--- config.mk ---
export PLATFORM = sky130hd
export DESIGN_NAME = light_scheduler
export DESIGN_NICKNAME = d
export VERILOG_FILES = /design/src/rtl/light_scheduler.sv
export SDC_FILE = /design/constraint.sdc
export NUM_CORES = 1
export LEC_CHECK = 0
export ABC_AREA = 1
export CAP_MARGIN = 10
export CORE_MARGIN = 2
export CORE_UTILIZATION = 56
export CTS_BUF_LIST = sky130_fd_sc_hd__clkbuf_4
export CTS_CLUSTER_DIAMETER = 200
export CTS_CLUSTER_SIZE = 28
export DETAILED_ROUTE_END_ITERATION = 10
export GPL_TIMING_DRIVEN = 0
export PLACE_DENSITY = 0.87
export SYNTH_ARGS = -nofsm -noshare
export SYNTH_HDL_FRONTEND = slang
export SYNTH_SLANG_ARGS = --single-unit
--- constraint.sdc ---
create_clock -name Clk -period 4.7 [get_ports Clk]
set_clock_uncertainty 0.1 [all_clocks]
set_input_delay 0.94 -clock Clk [delete_from_list [all_inputs] [get_ports Clk]]
set_output_delay 0.94 -clock Clk [all_outputs]
set_load 0.01 [all_outputs]
--- src/rtl/light_scheduler.sv ---
`timescale 1ns/1ps
// Two-road phase scheduler: light sequencing, BCD countdown displays, manual override.
// Define LIGHT_SCHED_EXTEND_EN to compile in traffic-based green extension.
module light_scheduler #(
    parameter int unsigned TICK_DIV    = 50_000_000,
    parameter int unsigned GREEN_TIME  = 30,
    parameter int unsigned YELLOW_TIME = 5,
    parameter int unsigned ALLRED_TIME = 2,
    parameter int unsigned EXTEND_TIME = 10,
    parameter int unsigned MAX_GREEN   = 60
) (
    input  logic       Clk,
    input  logic       Reset_n,
    input  logic       A,
    input  logic       B,
    input  logic       A_Traffic,
    input  logic       B_Traffic,
    output logic [1:0] A_Light,
    output logic [1:0] B_Light,
    output logic [3:0] A_Time_H,
    output logic [3:0] A_Time_L,
    output logic [3:0] B_Time_H,
    output logic [3:0] B_Time_L,
    output logic       Manual
);

    typedef enum logic [2:0] {
        ALLRED_A, A_GREEN, A_YELLOW, ALLRED_B, B_GREEN, B_YELLOW
    } phase_t;

    localparam int unsigned   PW         = (TICK_DIV > 1) ? $clog2(TICK_DIV) : 1;
    localparam logic [PW-1:0] PRESC_LAST = PW'(TICK_DIV - 1);
    localparam logic [6:0]    G_T        = 7'(GREEN_TIME);
    localparam logic [6:0]    Y_T        = 7'(YELLOW_TIME);
    localparam logic [6:0]    AR_T       = 7'(ALLRED_TIME);
    localparam logic [8:0]    SUM_YA     = 9'(YELLOW_TIME + ALLRED_TIME);
    localparam logic [8:0]    SUM_ALL    = 9'(GREEN_TIME + YELLOW_TIME + ALLRED_TIME);
    localparam logic [8:0]    AR9        = 9'(ALLRED_TIME);

    logic [1:0]    a_sync, b_sync;
    logic          a_s, b_s;
    logic [PW-1:0] presc;
    logic          tick;
    phase_t        phase;
    logic [6:0]    cnt;
    logic          last_a, held, go_a;
    logic [8:0]    c9, a_raw, b_raw;

    always_ff @(posedge Clk or negedge Reset_n) begin
        if (!Reset_n) begin
            a_sync <= '0;
            b_sync <= '0;
        end else begin
            a_sync <= {a_sync[0], A};
            b_sync <= {b_sync[0], B};
        end
    end

    assign a_s    = a_sync[1];
    assign b_s    = b_sync[1];
    assign Manual = a_s | b_s;

    always_ff @(posedge Clk or negedge Reset_n) begin
        if (!Reset_n)  presc <= '0;
        else if (tick) presc <= '0;
        else            presc <= presc + PW'(1);
    end

    assign tick = (presc == PRESC_LAST);

`ifdef LIGHT_SCHED_EXTEND_EN
    localparam logic [6:0] EX_T = 7'(EXTEND_TIME);
    localparam logic [6:0] MG_T = 7'(MAX_GREEN);

    logic [1:0] at_sync, bt_sync;
    logic [6:0] elapsed, elapsed_next, green_left, ext_load;
    logic       ext_ok;

    always_ff @(posedge Clk or negedge Reset_n) begin
        if (!Reset_n) begin
            at_sync <= '0;
            bt_sync <= '0;
        end else begin
            at_sync <= {at_sync[0], A_Traffic};
            bt_sync <= {bt_sync[0], B_Traffic};
        end
    end

    // elapsed_next includes the tick being evaluated
    assign elapsed_next = elapsed + 7'd1;
    assign green_left   = MG_T - elapsed_next;
    assign ext_load     = (EX_T < green_left) ? EX_T : green_left;
    assign ext_ok       = (elapsed_next < MG_T) &&
                          ((phase == A_GREEN) ? (at_sync[1] & ~bt_sync[1])
                                              : (bt_sync[1] & ~at_sync[1]));
`else
    logic traffic_unused;
    assign traffic_unused = A_Traffic ^ B_Traffic;
`endif

    // A release from a both-held all-red goes opposite the last green
    assign go_a = a_s | (~b_s & (held ? ~last_a : (phase == ALLRED_A)));

    always_ff @(posedge Clk or negedge Reset_n) begin
        if (!Reset_n) begin
            phase  <= ALLRED_A;
            cnt    <= AR_T;
            last_a <= 1'b0;
            held   <= 1'b0;
`ifdef LIGHT_SCHED_EXTEND_EN
            elapsed <= '0;
`endif
        end else begin
            case (phase)
                ALLRED_A, ALLRED_B: begin
                    if (a_s && b_s) begin
                        held <= 1'b1;
                    end else if (held || (tick && cnt == 7'd1)) begin
                        held   <= 1'b0;
                        phase  <= go_a ? A_GREEN : B_GREEN;
                        cnt    <= G_T;
                        last_a <= go_a;
`ifdef LIGHT_SCHED_EXTEND_EN
                        elapsed <= '0;
`endif
                    end else if (tick) begin
                        cnt <= cnt - 7'd1;
                    end
                end
                A_GREEN, B_GREEN: begin
                    if ((phase == A_GREEN) ? b_s : a_s) begin
                        phase <= (phase == A_GREEN) ? A_YELLOW : B_YELLOW;
                        cnt   <= Y_T;
                    end else if (!Manual && tick) begin
`ifdef LIGHT_SCHED_EXTEND_EN
                        elapsed <= elapsed_next;
`endif
                        if (cnt != 7'd1) begin
                            cnt <= cnt - 7'd1;
                        end
`ifdef LIGHT_SCHED_EXTEND_EN
                        else if (ext_ok) begin
                            cnt <= ext_load;
                        end
`endif
                        else begin
                            phase <= (phase == A_GREEN) ? A_YELLOW : B_YELLOW;
                            cnt   <= Y_T;
                        end
                    end
                end
                A_YELLOW, B_YELLOW: begin
                    if (tick) begin
                        if (cnt == 7'd1) begin
                            phase <= (phase == A_YELLOW) ? ALLRED_B : ALLRED_A;
                            cnt   <= AR_T;
                        end else begin
                            cnt <= cnt - 7'd1;
                        end
                    end
                end
                default: begin
                    phase <= ALLRED_A;
                    cnt   <= AR_T;
                    held  <= 1'b0;
                end
            endcase
        end
    end

    assign c9 = {2'b00, cnt};

    always_comb begin
        a_raw = c9;
        b_raw = c9;
        case (phase)
            ALLRED_A: b_raw = c9 + SUM_ALL;
            A_GREEN:  b_raw = c9 + SUM_YA;
            A_YELLOW: b_raw = c9 + AR9;
            B_GREEN:  a_raw = c9 + SUM_YA;
            B_YELLOW: a_raw = c9 + AR9;
            default: ;
        endcase
        if (Manual) begin
            case (phase)
                A_GREEN, A_YELLOW: b_raw = '0;
                B_GREEN, B_YELLOW: a_raw = '0;
                default: begin
                    a_raw = '0;
                    b_raw = '0;
                end
            endcase
        end
    end

    function automatic logic [7:0] to_bcd(input logic [8:0] v);
        logic [6:0] s;
        s = (v > 9'd99) ? 7'd99 : v[6:0];
        return {4'(s / 7'd10), 4'(s % 7'd10)};
    endfunction

    assign {A_Time_H, A_Time_L} = to_bcd(a_raw);
    assign {B_Time_H, B_Time_L} = to_bcd(b_raw);

    assign A_Light = (phase == A_GREEN) ? 2'b10 : (phase == A_YELLOW) ? 2'b01 : 2'b00;
    assign B_Light = (phase == B_GREEN) ? 2'b10 : (phase == B_YELLOW) ? 2'b01 : 2'b00;

endmodule
; ---- Word level (Yosys, flattened, before mapping)
; Cells that the tools add are included.
[word_totals]
regBits = 42
latch_bits = 0
ram_bits = 0
rom_bits = 0
input_bits = 6
output_inout_bits = 21
wordCells = 95
memories = 0
[classes]
n_addsub = 5
mul = 0
div = 4
magnitude_cmp = 2
n_eq_ne = 16
n_shift = 0
n_mux = 38
n_bitwise = 7
n_reduce_logical = 16
[ops]
columns = op, count
row1 = 2-to-1 mux 7 bit, 10
row2 = 2-to-1 mux 9 bit, 4
row3 = 2-to-1 mux 3 bit, 9
row4 = adder 26 x 1 -> 26 bit (second input constant), 1
row5 = == test 26 bit (second input constant), 1
row6 = 2-to-1 mux 26 bit, 1
row7 = one-hot mux 8 bit (3 select lines), 1
row8 = one-hot mux 7 bit (3 select lines), 1
row9 = > comparator 9 x 7 -> 1 bit (second input constant), 2
row10 = one-hot mux 9 bit (2 select lines), 1
row11 = divider 7 x 4 -> 7 bit (second input constant), 2
row12 = modulo 7 x 4 -> 7 bit (second input constant), 2
row13 = != test 3 bit (second input constant), 4
row14 = OR reduction 2 bit, 5
row15 = one-hot mux 3 bit (3 select lines), 1
row16 = adder 7 x 2 -> 8 bit (second input constant), 1
row17 = adder 7 x 3 -> 8 bit (second input constant), 1
row18 = adder 7 x 6 -> 8 bit (second input constant), 1
row19 = != test 2 bit (second input constant), 4
row20 = == test 7 x 1 -> 1 bit (second input constant), 1
row21 = != test 7 x 1 -> 1 bit (second input constant), 1
row22 = subtractor 7 x 1 -> 7 bit (second input constant), 1
row23 = == test 3 x 2 -> 1 bit (second input constant), 2
row24 = == test 3 bit (second input constant), 2
row25 = other kinds (16), 29

; ---- Depth between registers and ports, before layout
[logic_depth]
ltp_word = 8
mapped_depth = 38
mapped_depth_nobuf = 38

; ---- Least setup slack after synthesis
; Ideal clock, no wire load.
[synth_path]
kind = register to output
start = register cnt[1]
end = output B_Time_L[1]
arrival_time_ns = 3.942
required_time_ns = 3.660
slack_ns = -0.282
stages_incl_launch_ff = 37
n_path_buf = 0
path_cell_list = dfstp_2 > inv_1 > ha_1 > nand2_1 > nand2_1 > nand2_1 > nand4_1 > nand2_1 > nand3_2 > nand3_2 > nand2_1 > nor2_1 > ha_1 > inv_1 > nand3_1 > nand2_2 > inv_2 > nand4_1 > nand2_2 > ha_1 > inv_1 > nand3_1 > nand2_2 > nand2_2 > nand2_2 > nand3_1 > nand2_1 > nand2_2 > nand2_1 > nand2_1 > inv_1 > ha_1 > nand2_1 > nand2_2 > nand2_2 > nand2_1 > nand2_1
[synth_between]
elab_chain_len = 7
word_cells_on_any_way = 9
cone_classes = add/sub (3) / div (1) / order compare (1) / mux (4)
[synth_rtl]
columns = element, line_no
row1 = from (decl), 45  ; logic [6:0] cnt;
row2 = from (signal assigned), 127  ; cnt <= cnt - 7'd1;
row3 = from (signal assigned), 139  ; cnt <= cnt - 7'd1;
row4 = from (signal assigned), 158  ; cnt <= cnt - 7'd1;
row5 = adder 7 x 2 -> 8 bit (tied with other cells), 179  ; A_YELLOW: b_raw = c9 + AR9;
row6 = one-hot mux 8 bit (3 select lines) (*), 176  ; case (phase)
row7 = 2-to-1 mux 9 bit, 185  ; case (phase)
row8 = 2-to-1 mux 9 bit (*), 184  ; if (Manual) begin
row9 = > comparator 9 x 7 -> 1 bit, 198  ; s = (v > 9'd99) ? 7'd99 : v[6:0];
row10 = 2-to-1 mux 7 bit (*), 198
row11 = modulo 7 x 4 -> 7 bit (*), 199  ; return {4'(s / 7'd10), 4'(s % 7'd10)};
row12 = to (decl), 23  ; output logic [3:0] B_Time_L,
; Mark *: on every way between the ends. The rest lies on a longest branch, timed or not.

; ---- Worst setup path after layout
; Same ends and word-level chain as after synthesis.

==> flow_summary.yaml <==
worst_setup_path:
  cp_slowest_cell: "sky130_fd_sc_hd__dfstp_2"
  worst_setup_path_end_kind: "primary output"
  crit_path_start_kind: "flip-flop"
  path_class: "flip-flop to primary output"
  critPathArrivalTime_ps: 4470
  cp_max_fo: 4
  path_common_cell: "sky130_fd_sc_hd__nand2_4"
  cpPeakStageDelay_ps: 630
  worst-endpoint-required_ps: 3660
routing:
  drc: 0
  first_pass_iters: 8
  iteration_0_drc_markers: 520
  antenna_left: 0
  wl_microns: 13100
  viasPerCell: 5.97
  wl_per_cell_microns: 16.5
  via_count: 4724
sta:
  worst_hold_slack_after_final_layout_ps: 263
  grt_setup_unrepaired: "yes"
  worst_slack_ps: -815
  fin_crit_ps: 5510
  final.period_utilization: 1.17
  finalHoldViolCount: 0
  max-slew-margin-rel: 0.374
  totalNegativeSetupSlack_ps: -6620
  max_slew.worst_pin.slew_ps: 939
  max_freq_mhz: 181
  final-setup-viol-count: 10
  finalMaxSlewViolations: 0
cts:
  cts_tree: "done"
  clock_tree.htree_level_count: 2
  cts_num_sinks: 42
  clkTransAtPathRegs_ps: 120
  cts_hold_repair.buffers: 0
  cts_inserted_buffers: 5
  cts-root-buf: "sky130_fd_sc_hd__clkbuf_4"
  clock_latency_ps: 360
  clock_path_buffers: 2
synth:
  synth_cells: 613
  synth_area_leaders: "sky130_fd_sc_hd__dfrtp_1 26%, sky130_fd_sc_hd__nand2_1 15%, sky130_fd_sc_hd__inv_1 8.5%"
  syn_avg_cell_area_sq_um: 6.35
  synthesis.area_sq_um: 3890
  syn_nets: 633
  yosys_most_used_dff: "sky130_fd_sc_hd__dfrtp_1"
  yosys-top-cells-count: "151 x sky130_fd_sc_hd__nand2_1, 88 x sky130_fd_sc_hd__inv_1, 64 x sky130_fd_sc_hd__nor2_1, 55 x sky130_fd_sc_hd__nand3_1, 41 x sky130_fd_sc_hd__dfrtp_1"
  synth-xor-area-share: 0.0180
  synthSimpleGateAreaFrac: 0.422
  yosys.cell_count.top_type: "sky130_fd_sc_hd__nand2_1"
  yosys.area_share.adder: 0.0450
  ys_seq_area_frac: 0.270
  yosys_warnings: 0
  postSynthRegisterBits: 42
  number_of_enable_type_register_cells_in_the_synthesized_netlist: 0
  synthesized_area_fraction_occupied_by_ao_oa_aoi_and_oai_cells: 0.134
  yosysTopAreaCellShare: 0.264
  yosys-mux-area-fraction: 0.00257
  library_cells_used_by_synthesis: 45
  synth_area_leader_cell: "sky130_fd_sc_hd__dfrtp_1"
  synth_top_family_by_area: "simple AND/OR/NAND/NOR gates"
  synth_async_sr_flop_share: 1.00
flow_run:
  max-cap-violations: 0
die:
  initial_core_util: 0.576
  dieWidth_microns: 87.4
  die_area_sq_um: 7630
  fp.dieH_microns: 87.4
  core.rowCount: 30
  boundaryPins: 27
  floorplan.core_area_sq_um: 6760
grt:
  grt_util_all_layers: 0.306
  grt_pass1_vias: 4216
  number_of_antenna_violations_at_the_first_check_in_global_routing: 0
  grt_overflow_total: 0
  grt_start_max_net_pins: 43
  grt_first_pass_wirelength_microns: 18800
place:
  dp_hpwl_microns: 7270
  gp_routability_congestion: 0.962
  io_buffer_count: 24
cells_and_area:
  num_antenna_cells: 0
  final_layout_size_suffix_gt1_frac: 0.368
  area_growth_pct: 39.5
  nets: 730
outcome:
  run_status: "finished with violations"
  failing_checks: "negative setup slack"
hold_path:
  worst_hold_path_type: "flip-flop to flip-flop"
## layer usage
| layer | vias to the layer above | track usage | wire (microns) |
|---|---|---|---|
| met1 | 2143 | 0.375 | 4910 |
| met5 | - | 0 | 0 |
| li1 | 2182 | - | - |
| met4 | 0 | 0.124 | 632 |
| met3 | 86 | 0.0445 | 936 |
| met2 | 313 | 0.536 | 6570 |
## kinds of logic (layout without fill, tap and decap cells)
| group | count (synthesis) | count (layout) |
|---|---|---|
| simple gates | 348 | 348 |
| flops | 42 | 42 |
| fa+ha+maj | 14 | 14 |
| mux | 1 | 1 |
| xor+xnor | 8 | 8 |
| compound gates | 90 | 90 |
| buf+inv | 110 | 208 |
## registers in the layout, indices dropped and copies added, names as in the netlist
name / cells
a_sync: 2
b_sync: 2
cnt: 7
held: 1
last_a: 1
phase: 3
presc: 26
## what timing repair did
item,in CTS,in global routing
setup buffers,55,11
pin swaps,51,41
gates resized for setup,125,54
setup endpoints to repair,12,12
## area by class of cell
cell class,count,area [sq um]
multi-input cells,461,3020
fillers,408,1330
flip-flops and latches,42,1060
repair buffers,90,763
inverters,102,394
well taps,80,100
clock buffers,8,60.1
plain buffers,8,36.3
## stage by stage
step	instance area (sq um)	util	worst slack, ps	cells
final	5430	0.804	-815	791
after global routing	5430	0.804	-1040	791
after CTS	5120	0.758	-531	780
after detailed placement	4360	0.646	-908	717
after global placement	4370	0.646	-763	717
after floorplan	4030	-	-66.0	613
## final timing paths
check / start / end / slack, ps / cells past startpoint
worst max-delay path: cnt[1]$_DFFE_PN1P_ / B_Time_L[1] / -810 / 39
worst min-delay path: a_sync[0]$_DFF_PN0_ / a_sync[1]$_DFF_PN0_ / 260 / 0
worst max register to register: presc[2]$_DFF_PN0_ / presc[25]$_DFF_PN0_ / 1500 / 20
worst min register to register: a_sync[0]$_DFF_PN0_ / a_sync[1]$_DFF_PN0_ / 260 / 0
max in group asynchronous: Reset_n / cnt[2]$_DFFE_PN0P_ / 3250 / 1
min in group asynchronous: Reset_n / presc[20]$_DFF_PN0_ / 610 / 1
## critical path: cells and delay by family (launching register included)
| family | cells | cell delay (ps) |
|---|---|---|
| adder cells (fa/ha/maj) | 4 | 610 |
| flip-flops | 1 | 630 |
| buffers and inverters | 7 | 480 |
| AND/OR/NAND/NOR | 28 | 2360 |
## cells in the final DEF (no fill, tap or decap), types with 12 or more instances in the layout
master,Yosys,final
sky130_fd_sc_hd__a21oi_1,31,29
sky130_fd_sc_hd__inv_1,88,75
sky130_fd_sc_hd__buf_4,0,60
sky130_fd_sc_hd__nor3_1,12,12
sky130_fd_sc_hd__nand2_1,151,108
sky130_fd_sc_hd__nand3_1,55,35
sky130_fd_sc_hd__dfrtp_1,41,37
sky130_fd_sc_hd__nand3_2,8,20
sky130_fd_sc_hd__o21ai_0,32,30
sky130_fd_sc_hd__nand2_4,4,30
sky130_fd_sc_hd__nand2_2,18,35
sky130_fd_sc_hd__nor2_1,64,58
sky130_fd_sc_hd__buf_6,0,13
sky130_fd_sc_hd__inv_2,13,23
Power is not shown: default switching activity piles up to over one toggle a cycle in this logic, so the estimate is an artifact.
==> RTL change 1: new RTL, same flow settings <==
The parameter `GREEN_TIME` goes from 30 to 16.
--- a/src/rtl/light_scheduler.sv
+++ b/src/rtl/light_scheduler.sv
@@ -3,7 +3,7 @@
 // Define LIGHT_SCHED_EXTEND_EN to compile in traffic-based green extension.
 module light_scheduler #(
     parameter int unsigned TICK_DIV    = 50_000_000,
-    parameter int unsigned GREEN_TIME  = 30,
+    parameter int unsigned GREEN_TIME  = 16,
     parameter int unsigned YELLOW_TIME = 5,
     parameter int unsigned ALLRED_TIME = 2,
     parameter int unsigned EXTEND_TIME = 10,
Formal check against the unedited RTL: not equivalent (Yosys sat finds a counterexample within 4 cycles, from zero or initial values and one cycle with Reset_n low).
==> RTL change 1 against the original RTL <==
The flow still finishes with violations (setup timing); setup slack worse by 0.26 ns; final area down 6.8%; utilization down 4.6 points; register-to-register slack worse by 0.47 ns; sequential cell count stayed put; worst hold slack improved by 0.0086 ns; routed wire length is 15% lower; synthesized area fell by 2.3%.
Power is left out: the tool's default activity adds up to more than one toggle a clock period on the data nets, which glitch-free logic cannot reach.
==> RTL change 1: results <==
[synth]
yosysUniqueCellTypes = 46
synth_nets = 609
ys_seq_area_share_pct = 27.68
synth_common_cells = "137 x nand2_1, 97 x inv_1, 59 x nor2_1, 52 x nand3_1, 41 x dfrtp_1"
yosys-top-cells-area = "dfrtp_1 27%, nand2_1 14%, inv_1 9.6%, nand3_1 6.8%, nor2_1 5.8%"
synthArstFlopShare_pct = 100.0
ys_seq_elements = 42
ys_warn_count = 0

[place]
numPortBuffers = 24
hpwl_um = 7066
place.gp.congestion = 0.9791
pre_cts_ws_ns = -1.177

[final_layout]
drive_gt1_share_pct = 31.83
antennaDiodeCount = 0
fillCellCount = 464
buffer_area_share_pct = 14.44
buffers_excl_clock = 91
multi_input_area_share_pct = 52.25
multi_input_gates = 435
largestClassByArea = "multi-input gates"
nets = 704
reg_top3 = "presc x26, cnt x7, phase x3"
register_area_mm2 = 0.001054
clock_area_share_pct = 2.003
inv_count = 112
nClkBuffers = 5

[routing]
dr_total_vias = 4496
routed_wl_um = 11080
drt_iter0_drc = 558
drt_pass1_iterations = 5

[sta]
fin_ws_ns = -1.074
finalSetupViolCount = 11
worst_pin_slew_ns = 0.9166

[run_status]
status = "finished with violations"
violations = "setup timing"

[setup_path]
crit_path_max_fanout = 5
crit_arrival_ns = 4.73
r2r_slack_ns = 1.03
cpPeakStageDelay_ns = 0.59

[global_route]
grt_pass1_vias = 4209
track_usage_pct = 29.60
grt_antenna_before_repair = 0
grt_pass1_wl_um = 18220

[clock_tree]
path_clk_slew_ns = 0.13
cts_root_buf = "clkbuf_4"
cts_htree_levels = 2
RTL change 1: cell types whose count changed after synthesis, sizes merged, moves of 4 or more:
cell,before,now
nand2,173,154
inv,101,111
o21ai,41,35
a21oi,33,28
nor4,6,11
o22ai,1,6
a31oi,7,3
RTL change 1: final timing paths:
kind	from	endpoint	cells past startpoint
max in group asynchronous	Reset_n	cnt[2]	1
min in group asynchronous	Reset_n	presc[12]	1
max reg2reg	presc[0]	cnt[5]	15
max	cnt[1]	B_Time_L[2]	41
min	a_sync[0]	a_sync[1]	0
min reg2reg	a_sync[0]	a_sync[1]	0
RTL change 1: timing repair:
item,CTS,global route
gates resized for setup,91,19
hold buffers,0,0
pin swaps,46,23
setup buffers,51,13
setup endpoints to repair,12,13
RTL change 1: per-layer routing:
metal / track usage [%] / up-vias / share of wire (%) / routed length (µm)
li1: - / 2123 / - / -
met1: 37.59 / 2066 / 40 / 4463
met2: 49.30 / 242 / 48 / 5331
met3: 5.810 / 65 / 7.3 / 809
met4: 12.36 / 0 / 4.3 / 473
met5: 0 / - / 0 / 0
RTL change 1: through the flow:
step	setup TNS (ns)	area (µm²)	utilization [%]	std cells	hold WS [ns]
detailed placement	-8.253	4282	64.08	696	0.2380
CTS	-5.250	4876	72.98	755	0.2750
floorplan	-1.035	3946	-	592	0.2312
finish	-8.282	5060	75.73	768	0.2720
global route	-10.96	5060	75.73	768	0.2864
global placement	-7.208	4287	64.16	696	0.2324
RTL change 1: cell families after synthesis:
kind of cell	count (synthesis)	synth area share, %
XOR/XNOR	7	1.613
AND/OR/NAND/NOR	326	41.11
buffers and inverters	115	11.49
flip-flops	42	27.68
AO/OA/AOI/OAI	91	14.48
adder cells (fa/ha/maj)	11	3.621
==> RTL change 2: new RTL, same settings <==
Made on the original files. Re-encode `phase_t` (6 values) as one-hot, 6 bits wide.
--- a/src/rtl/light_scheduler.sv
+++ b/src/rtl/light_scheduler.sv
@@ -24,8 +24,8 @@
     output logic       Manual
 );
 
-    typedef enum logic [2:0] {
-        ALLRED_A, A_GREEN, A_YELLOW, ALLRED_B, B_GREEN, B_YELLOW
+    typedef enum logic [5:0] {
+        ALLRED_A = 6'b000001, A_GREEN = 6'b000010, A_YELLOW = 6'b000100, ALLRED_B = 6'b001000, B_GREEN = 6'b010000, B_YELLOW = 6'b100000
     } phase_t;
 
     localparam int unsigned   PW         = (TICK_DIV > 1) ? $clog2(TICK_DIV) : 1;
Behaviour: no difference found for any inputs over 10 cycles, from zero or initial values and one cycle with Reset_n low; not proved beyond that.
==> RTL change 2 against the original RTL <==
The flow finishes with violations (DRC, setup timing); routed wire length grew 19%; synthesized area rose by 9.6%; non-clock buffer count is 4 higher; critical path type unchanged; final cell count is 8.3% higher; setup slack got worse by 0.61 ns; sequential cell count is 3 higher; final area rose by 8.9%.
==> RTL change 2: results <==
[final_layout]
reg_top3 = "presc x26, cnt x7, phase x6"

[synth]
synth_nets = 676
ys_seq_area_share_pct = 26.46
synthXorXnorAreaFrac_pct = 2.259
postSynthCellCount = 656
synth_fa_ha_area_share_pct = 4.107
synth_common_cells = "153 x nand2_1, 108 x inv_1, 73 x nand3_1, 53 x nor2_1, 43 x dfrtp_1"
synth_mux_area_share_pct = 0
synth-compound-area-share_pct = 12.32

[sta]
finalSetupViolCount = 13
slew-limit-headroom_pct = 42.78
fin_ws_ns = -1.423

[routing]
post_drt_wl_per_cell_um = 18.19
drc_errors = 1
drt_pass1_iterations = 10
met2_length_um = 7243
route.met3.wl_um = 1639
drt-met1-wl_um = 5352

[run_status]
violations = "DRC, setup timing"
status = "finished with violations"

[place]
hpwl_um = 7970
place_inst = 780
place.gp.congestion = 0.9472

[setup_path]
reg2reg_depth = 17
r2r_slack_ns = 0.94

[global_route]
grt.met3_usage_pct = 5.809
track_usage_pct = 31.48
grtUsageMet2_pct = 55.56
grt_max_degree = 38
RTL change 2: changes by cell type in the layout (fill, tap and decap cells not counted), moves of 4 or more:
cell / before / now
nor2_4: 5 / 10
inv_2: 23 / 17
nand3_1: 35 / 53
nor2_1: 58 / 50
o21ai_0: 30 / 37
buf_4: 60 / 66
a31oi_1: 7 / 1
inv_1: 75 / 97
nor3_2: 0 / 4
a21oi_1: 29 / 18
RTL change 2: timing repair:
action                                  CTS  global route
buffers inserted                         55            15
endpoints found under the setup margin   12            13
pin swaps                                62            39
resized for setup                       130            65
gates cloned                              1             0
hold buffers                              0             0
RTL change 2: worst paths after layout:
check,endpoint,start
hold / removal,b_sync[1],b_sync[0]
hold reg to reg,b_sync[1],b_sync[0]
setup reg to reg,phase[5],presc[0]
setup / recovery,B_Time_L[1],phase[0]
min in group asynchronous,presc[23],Reset_n
max in group asynchronous,cnt[1],Reset_n
RTL change 2: logic make-up after synthesis:
| group | count (synthesis) |
|---|---|
| XOR/XNOR | 11 |
| AND/OR/NAND/NOR | 367 |
| flip-flops | 45 |
| adder cells (fa/ha/maj) | 14 |
| AO/OA/AOI/OAI | 89 |
| buffers and inverters | 130 |
RTL change 2: layout make-up:
class,instances,area (µm²)
sequential,45,1134
tap,99,123.9
inverter,121,475.5
fill,401,1416
clock buffer,6,45.04
multi-input combinational,482,3261
clock inverter,2,33.78
timing repair buffer,94,780.7
buffer,8,61.31
RTL change 2: through the flow:
step	hold slack, ns	total power [W]	worst slack [ns]	area (µm²)
global placement	0.2517	0.002539	-0.9335	4746
detailed placement	0.2462	0.002612	-1.117	4761
CTS	0.2763	0.003397	-0.6095	5550
floorplan	0.2312	0.001996	-0.1586	4382
finish	0.2713	0.004053	-1.423	5914
global route	0.2797	0.004270	-1.536	5914
